===== src/rtl/controlador_passo_botao.sv =====
// Button-driven step sequencer.
// Synchronizes and debounces a raw push-button and turns each confirmed press
// into one single-cycle step pulse. It can also generate periodic automatic
// steps. The step pulse drives the step input of the 2-bit state machine.
module controlador_passo_botao #(
    parameter int DEBOUNCE_CICLOS = 4,   // consecutive equal samples to confirm an edge (2..255)
    parameter int AUTO_PERIODO    = 8    // cycles between automatic steps (2..255)
) (
    input  logic       clock,
    input  logic       reset,            // asynchronous, active low
    input  logic       botao_bruto,      // raw button, may bounce
    input  logic       modo_auto,
    input  logic       habilita,
    output logic       passo,
    output logic       botao_estavel,
    output logic       ocupado,
    output logic [7:0] contagem_passos
);

    localparam logic [7:0] LP_DEB_FIM  = 8'(DEBOUNCE_CICLOS - 1);
    localparam logic [7:0] LP_AUTO_FIM = 8'(AUTO_PERIODO - 1);

    typedef enum logic [1:0] {
        OCIOSO         = 2'd0,
        CONFIRMA_PRESS = 2'd1,
        PRESSIONADO    = 2'd2,
        CONFIRMA_SOLTA = 2'd3
    } estado_t;

    logic       r_s1;
    logic       r_s2;
    estado_t    r_estado;
    logic [7:0] r_cnt;
    logic [7:0] r_auto_cnt;
    logic       r_passo;
    logic       r_botao_estavel;
    logic       r_ocupado;
    logic [7:0] r_contagem;

    logic w_req_manual;
    logic w_auto_ativo;
    logic w_req_auto;
    logic w_emite;

    // The press is confirmed on the edge that sees the last required high sample.
    assign w_req_manual = (r_estado == CONFIRMA_PRESS) && r_s2 && (r_cnt == LP_DEB_FIM);
    assign w_auto_ativo = modo_auto && habilita;
    assign w_req_auto   = w_auto_ativo && (r_auto_cnt == LP_AUTO_FIM);

    // Requests that coincide merge into one pulse. A request that falls on the
    // cycle right after a pulse is dropped, so passo is never high on two
    // consecutive cycles. Only a manual confirmation can land there, because
    // every pulse restarts the auto period.
    assign w_emite = habilita && (w_req_manual || w_req_auto) && !r_passo;

    // Two-flop synchronizer for the asynchronous button.
    always_ff @(posedge clock or negedge reset) begin
        if (!reset) begin
            r_s1 <= 1'b0;
            r_s2 <= 1'b0;
        end else begin
            r_s1 <= botao_bruto;
            r_s2 <= r_s1;
        end
    end

    // Debounce FSM with registered stable-level and busy outputs.
    always_ff @(posedge clock or negedge reset) begin
        if (!reset) begin
            r_estado        <= OCIOSO;
            r_cnt           <= 8'd0;
            r_botao_estavel <= 1'b0;
            r_ocupado       <= 1'b0;
        end else begin
            case (r_estado)
                OCIOSO: begin
                    if (r_s2) begin
                        r_estado  <= CONFIRMA_PRESS;
                        r_cnt     <= 8'd1;
                        r_ocupado <= 1'b1;
                    end
                end
                CONFIRMA_PRESS: begin
                    if (!r_s2) begin
                        // Bounce: give up without a pulse.
                        r_estado  <= OCIOSO;
                        r_cnt     <= 8'd0;
                        r_ocupado <= 1'b0;
                    end else if (r_cnt == LP_DEB_FIM) begin
                        r_estado        <= PRESSIONADO;
                        r_cnt           <= 8'd0;
                        r_botao_estavel <= 1'b1;
                    end else begin
                        r_cnt <= r_cnt + 8'd1;
                    end
                end
                PRESSIONADO: begin
                    if (!r_s2) begin
                        r_estado <= CONFIRMA_SOLTA;
                        r_cnt    <= 8'd1;
                    end
                end
                CONFIRMA_SOLTA: begin
                    if (r_s2) begin
                        r_estado <= PRESSIONADO;
                        r_cnt    <= 8'd0;
                    end else if (r_cnt == LP_DEB_FIM) begin
                        r_estado        <= OCIOSO;
                        r_cnt           <= 8'd0;
                        r_botao_estavel <= 1'b0;
                        r_ocupado       <= 1'b0;
                    end else begin
                        r_cnt <= r_cnt + 8'd1;
                    end
                end
                default: begin
                    r_estado        <= OCIOSO;
                    r_cnt           <= 8'd0;
                    r_botao_estavel <= 1'b0;
                    r_ocupado       <= 1'b0;
                end
            endcase
        end
    end

    // Auto-step timer: held at zero when disabled, and restarted by every issued pulse.
    always_ff @(posedge clock or negedge reset) begin
        if (!reset) begin
            r_auto_cnt <= 8'd0;
        end else if (!w_auto_ativo || w_req_auto || w_emite) begin
            r_auto_cnt <= 8'd0;
        end else begin
            r_auto_cnt <= r_auto_cnt + 8'd1;
        end
    end

    // Registered step pulse and wrapping pulse counter.
    always_ff @(posedge clock or negedge reset) begin
        if (!reset) begin
            r_passo    <= 1'b0;
            r_contagem <= 8'd0;
        end else begin
            r_passo <= w_emite;
            if (w_emite) begin
                r_contagem <= r_contagem + 8'd1;
            end
        end
    end

    assign passo           = r_passo;
    assign botao_estavel   = r_botao_estavel;
    assign ocupado         = r_ocupado;
    assign contagem_passos = r_contagem;

endmodule


===== config.mk =====
export PLATFORM = sky130hd
export DESIGN_NAME = controlador_passo_botao
export DESIGN_NICKNAME = d
export VERILOG_FILES = /design/src/rtl/controlador_passo_botao.sv
export SDC_FILE = /design/constraint.sdc
export NUM_CORES = 1
export LEC_CHECK = 0
export ABC_AREA = 1
export CAP_MARGIN = 20
export CORE_MARGIN = 5
export CORE_UTILIZATION = 55
export DETAILED_ROUTE_END_ITERATION = 12
export GPL_ROUTABILITY_DRIVEN = 0
export PLACE_DENSITY_LB_ADDON = 0.3
export SYNTH_ARGS = -nofsm -noshare
export SYNTH_HDL_FRONTEND = slang
export SYNTH_SLANG_ARGS = --single-unit

===== constraint.sdc =====
create_clock -name clock -period 3.13 [get_ports clock]
set_input_delay 0.4695 -clock clock [delete_from_list [all_inputs] [get_ports clock]]
set_output_delay 0.4695 -clock clock [all_outputs]
set_load 0.01 [all_outputs]

==> run metrics, run 1 <==
post-route cell area=1830 µm²; cell family with the largest share of critical-path delay=buffers and inverters; hold buffers post-CTS=0; Max-Cap Viols=0; Internal Power=around 0.00065 W; die width=between 60 and 70 µm; initial antenna violation count=0; crit path launch type=flip-flop; hpwl dp=2370 µm; CP Capture Type=primary output; Clock Latency Late Sink=around 0.33 ns; GRT overflow=0; sequential share of power=0.513; Reg clk slew, reported paths=0.09 ns; main combinational cell family by area after synthesis=simple AND/OR/NAND/NOR gates; Psw=0.000337 W; highest clock rate=554 MHz; dpl cells=247; DRT Pass-1 Iters=4; Final Power=about 0.001 W; Async S/R FF share, synth=1.00; Post-DRT Antenna Nets=0; outcome=completed; highest-count cells in the layout ignoring fill and taps=nand2_1, dfrtp_1, inv_1, nor2_1, nand3_1; Tmin final=1.81 ns; TritonCTS clock tree=built; CP max-delay cell=clkdlybuf4s50_1; post-synthesis adder-cell area fraction=0.0232; sw frac=0.341; Max clock buf depth=2; largest net degree at the start of global routing=32; full die area=4130 µm²; Synth Instances=202; Hold Crit Class=reg2reg; DR DRC count=0; critical path, cell by cell=clkdlybuf4s50_1; TNS Setup=0 ns; Syn-to-layout area delta=13.3%; vias in the first global route=about 1.3k; Seq/Total Area, Yosys=0.480; Worst path max stage delay=0.57 ns; relative slew slack=0.689; CTS sink cnt=31; layout cells sized above 1=0.0766; core box area=2780 µm²; post-synthesis cell type count=24; Cell Area, Synth=between 1500 and 2000 µm²; #FFs+latches synth=31; detail-routed via count per cell=5.29; Synth Warn #=0; Crit. path cell count=1; Buf+Inv Stages, Crit Path=1; # port buffers=15; first-pass GRT wire length=5480 µm; Hold Vio Cnt, Final=0; H-Tree Depth=2; drt wl/cell=12.3 µm; Avg Cell Area, Syn=8.01 µm²; XOR/XNOR Fraction of Synth Area=0.0596; Worst Hold Path Cells=0; number of DRC markers in iteration 0=82; row cnt=19; Total Routed Length=3120 µm; fin nets=around 230; Post-Place Cell Area=1790 µm²; Post-Syn Nets=210; crit share post-route=0.577; Starting Density=0.582; ANT cells=0; power per cell area=539 nW/µm²; Comb pwr share=0.284; Vias=1339; Least-Margin Pin Slew=0.465 ns; Post-Synth Simple-Gate Area=0.306; unrepaired setup endpoints after global routing=false; Top FF cell, synth=dfrtp_1; Die Y=64.2 µm; GR Util All Layers=0.169; post-CTS setup buffer count=0; post-CTS sizing=0; Root Driver=clkbuf_4; Post-synth EDFFs=0; leading cell type in the layout, fill and taps excluded=nand2_1; mux share of post-synthesis cell area=0; Worst Path Required=2.66 ns; Clock Skews=roughly 0.01 ns; final setup violation count=0; Non-Filler Instances=253; Setup CP Type=reg2out; io pins=16; crit path DAT=1.34 ns; Synth Area in Compound Gates=0.0480; total CTS buffers=5; crit path max fanout=6; VDD IR max=0.000555 V; clock network fraction of total power=0.203; R2R depth=8; static leakage=0.886 nW; fin. max-slew vios=0
## layout make-up
cell class | instances | area (µm²)
clock buffer | 6 | 41.3
fill | 242 | 948
inverter | 30 | 113
multi-input combinational | 139 | 707
sequential | 31 | 776
tap | 31 | 38.8
timing repair buffer | 16 | 158
## power groups by stage
stage,logic (W),clock network [W],registers [W]
floorplan,0.000174,0,0.000518
global placement,0.000270,0,0.000512
detailed placement,0.000282,0,0.000514
CTS,0.000284,0.000210,0.000507
global route,0.000320,0.000231,0.000519
finish,0.000281,0.000201,0.000507
## cell families (layout without fill, tap and decap cells)
group,Yosys count,count (layout)
buffers and inverters,32,52
and+or+nand+nor,112,112
AOI/OAI and AO/OA,13,13
adders and majority gates,3,3
DFF,31,31
xor gates and xnor gates,11,11
## state kept, by name, indices dropped and copies added, names as in the netlist, named ones only
signal,count
r_s1,1
r_s2,1
botao_estavel,1
r_auto_cnt,8
passo,1
contagem_passos,8
r_estado,1
r_cnt,8
ocupado,1
## synth_stat cells, types with 4 or more instances
library cell / n / area, µm²
nand2_1: 54 / 203
nand4_1: 7 / 43.8
inv_2: 4 / 15.0
nand3_1: 17 / 85.1
xor2_1: 9 / 78.8
nor2_1: 23 / 86.3
inv_1: 26 / 97.6
dfrtp_1: 31 / 776
## through the flow
step	hold slack, ns	util	setup slack [ns]
2_1_floorplan	0.174	-	1.77
4_1_cts	0.379	0.659	1.31
3_5_place_dp	0.347	0.644	1.15
3_3_place_gp	0.335	0.644	1.22
5_1_grt	0.384	0.659	1.25
6_report	0.384	0.659	1.32
## worst paths after layout
check | from | slack (ns) | end
worst max register to register | r_cnt[0] | 1.43 | r_auto_cnt[5]
min in group asynchronous | reset | 0.53 | r_cnt[0]
worst max-delay path | contagem_passos[2] | 1.32 | contagem_passos[2]
max in group asynchronous | reset | 2.31 | r_auto_cnt[1]
worst min register to register | r_s1 | 0.38 | r_s2
worst min-delay path | r_s1 | 0.38 | r_s2
## routing by layer
metal  track usage  vias to the layer above  wire (µm)
met2         0.286                       27       1550
li1              -                      674          -
met3        0.0560                        8        114
met5             0                        -          0
met1         0.188                      630       1380
met4        0.0840                        0         74
Power figures use the tool's default switching activity.
==> run 2, diff against run 1 <==
==> constraint.sdc (replaced) <==
create_clock -name clock -period 1.8 [get_ports clock]
set_input_delay 0.27 -clock clock [delete_from_list [all_inputs] [get_ports clock]]
set_output_delay 0.27 -clock clock [all_outputs]
set_load 0.01 [all_outputs]
==> run metrics, run 2 (synthesized netlist as in run 1, its figures left out) <==
cell family with the largest share of critical-path delay=buffers and inverters; Reg clk slew, reported paths=0.09 ns (about the same); Post-DRT Antenna Nets=0 (unchanged); Least-Margin Pin Slew=0.377 ns (-0.0881 ns); core box area=2780 µm² (unchanged); Clock Skews=0.00685 ns (-0.00304 ns); static leakage=0.896 nW (+1.2%); Worst path max stage delay=0.58 ns (about the same); Hold Vio Cnt, Final=0 (unchanged); # port buffers=15 (unchanged); Max clock buf depth=2 (unchanged); Total Routed Length=3010 µm (-3.3%); GR Util All Layers=0.167 (-0.00213); relative slew slack=0.749 (+0.0599); Tmin final=1.64 ns; drt wl/cell=11.8 µm (-4.5%); critical path, cell by cell=clkdlybuf4s50_1; Setup CP Type=reg2out; Non-Filler Instances=256 (+1.2%); Die Y=64.2 µm (unchanged); row cnt=19 (unchanged); largest net degree at the start of global routing=32 (unchanged); CP Capture Type=primary output; io pins=16 (unchanged); unrepaired setup endpoints after global routing=false; layout cells sized above 1=0.0844 (+0.00787); Hold Crit Class=in2async; vias in the first global route=1355 (+1.7%); initial antenna violation count=0 (unchanged); GRT overflow=0 (unchanged); total CTS buffers=5 (unchanged); highest clock rate=around 610 MHz; Syn-to-layout area delta=14.6%; first-pass GRT wire length=5520 µm (+0.77%); fin. max-slew vios=0 (unchanged); crit path max fanout=6 (unchanged); detail-routed via count per cell=5.36 (+1.2%); VDD IR max=0.000817 V (+47%); Clock Latency Late Sink=0.33 ns (about the same); leading cell type in the layout, fill and taps excluded=nand2_1; TNS Setup=0 ns (unchanged); Final Power=0.00174 W (+76%); TritonCTS clock tree=built; die width=64.2 µm (unchanged); power per cell area=937 nW/µm² (+74%); Fillers=236 (-2.5%); final setup violation count=0 (unchanged); H-Tree Depth=2 (unchanged); hold slack=0.321 ns (-0.0628 ns); Worst Path Required=1.53 ns (-1.13 ns); outcome=completed; ANT cells=0 (unchanged); crit share post-route=0.913; Root Driver=clkbuf_4; Crit. path cell count=1 (unchanged); dpl cells=248 (+0.40%); full die area=4130 µm² (unchanged); crit path DAT=1.37 ns (+0.03 ns); DR DRC count=0 (unchanged); hpwl dp=2280 µm (-3.9%); crit path launch type=flip-flop; CTS sink cnt=31 (unchanged); Max-Cap Viols=0 (unchanged); R2R depth=8 (unchanged); DRT Pass-1 Iters=4 (unchanged); fin nets=232 (+0.43%); number of DRC markers in iteration 0=92 (+12%); CP max-delay cell=clkdlybuf4s50_1; highest-count cells in the layout ignoring fill and taps=nand2_1, dfrtp_1, inv_1, nor2_1, nand3_1; Starting Density=0.582 (unchanged); Vias=1371 (+2.4%); Buf+Inv Stages, Crit Path=1 (unchanged)
==> run 2: per-layer routing <==
layer	vias up	track usage	part of all wire
met3	6	0.0595	0.051
met1	650	0.190	0.43
met4	0	0.0687	0.016
met2	32	0.281	0.51
met5	-	0	0
li1	683	-	-
==> run 2: what timing repair did <==
action | CTS | global route
setup endpoints to repair | 0 | 9
setup buffers | 0 | 0
hold buffers | 0 | 0
gates resized for setup | 0 | 1
==> run 2: layout make-up <==
class,instances,area [µm²],share of cell area
Tap cell,31,38.8,0.0209
Multi-Input combinational cell,139,712,0.384
Clock buffer,7,45.0,0.0243
Timing Repair Buffer,17,165,0.0891
Clock inverter,1,5.00,0.00270
Sequential cell,31,776,0.418
Inverter,30,113,0.0607
==> run 2: path summary, 6_finish.rpt <==
check | start | end | slack (ns)
hold reg to reg | r_s1 | r_s2 | 0.37
min in group clock | r_s1 | r_s2 | 0.37
max in group asynchronous | reset | r_auto_cnt[0] | 1.20
setup reg to reg | r_cnt[1] | r_auto_cnt[0] | 0.21
setup / recovery | contagem_passos[5] | contagem_passos[5] | 0.16
hold / removal | reset | r_cnt[3] | 0.32
==> run 2: stage by stage <==
stage | util | setup WS (ns) | area, µm²
finish | 0.667 | 0.157 | 1850
global route | 0.667 | 0.0526 | 1850
CTS | 0.665 | 0.142 | 1850
detailed placement | 0.647 | 0.0461 | 1800
global placement | 0.647 | 0.122 | 1800
floorplan | - | 0.439 | 1620
==> run 2: where the power goes <==
group	switching [W]	internal, W	total, W
registers	0.0000891	0.000790	0.000879
logic	0.000277	0.000206	0.000483
clock network	0.000223	0.000152	0.000375
total	0.000589	0.00115	0.00174
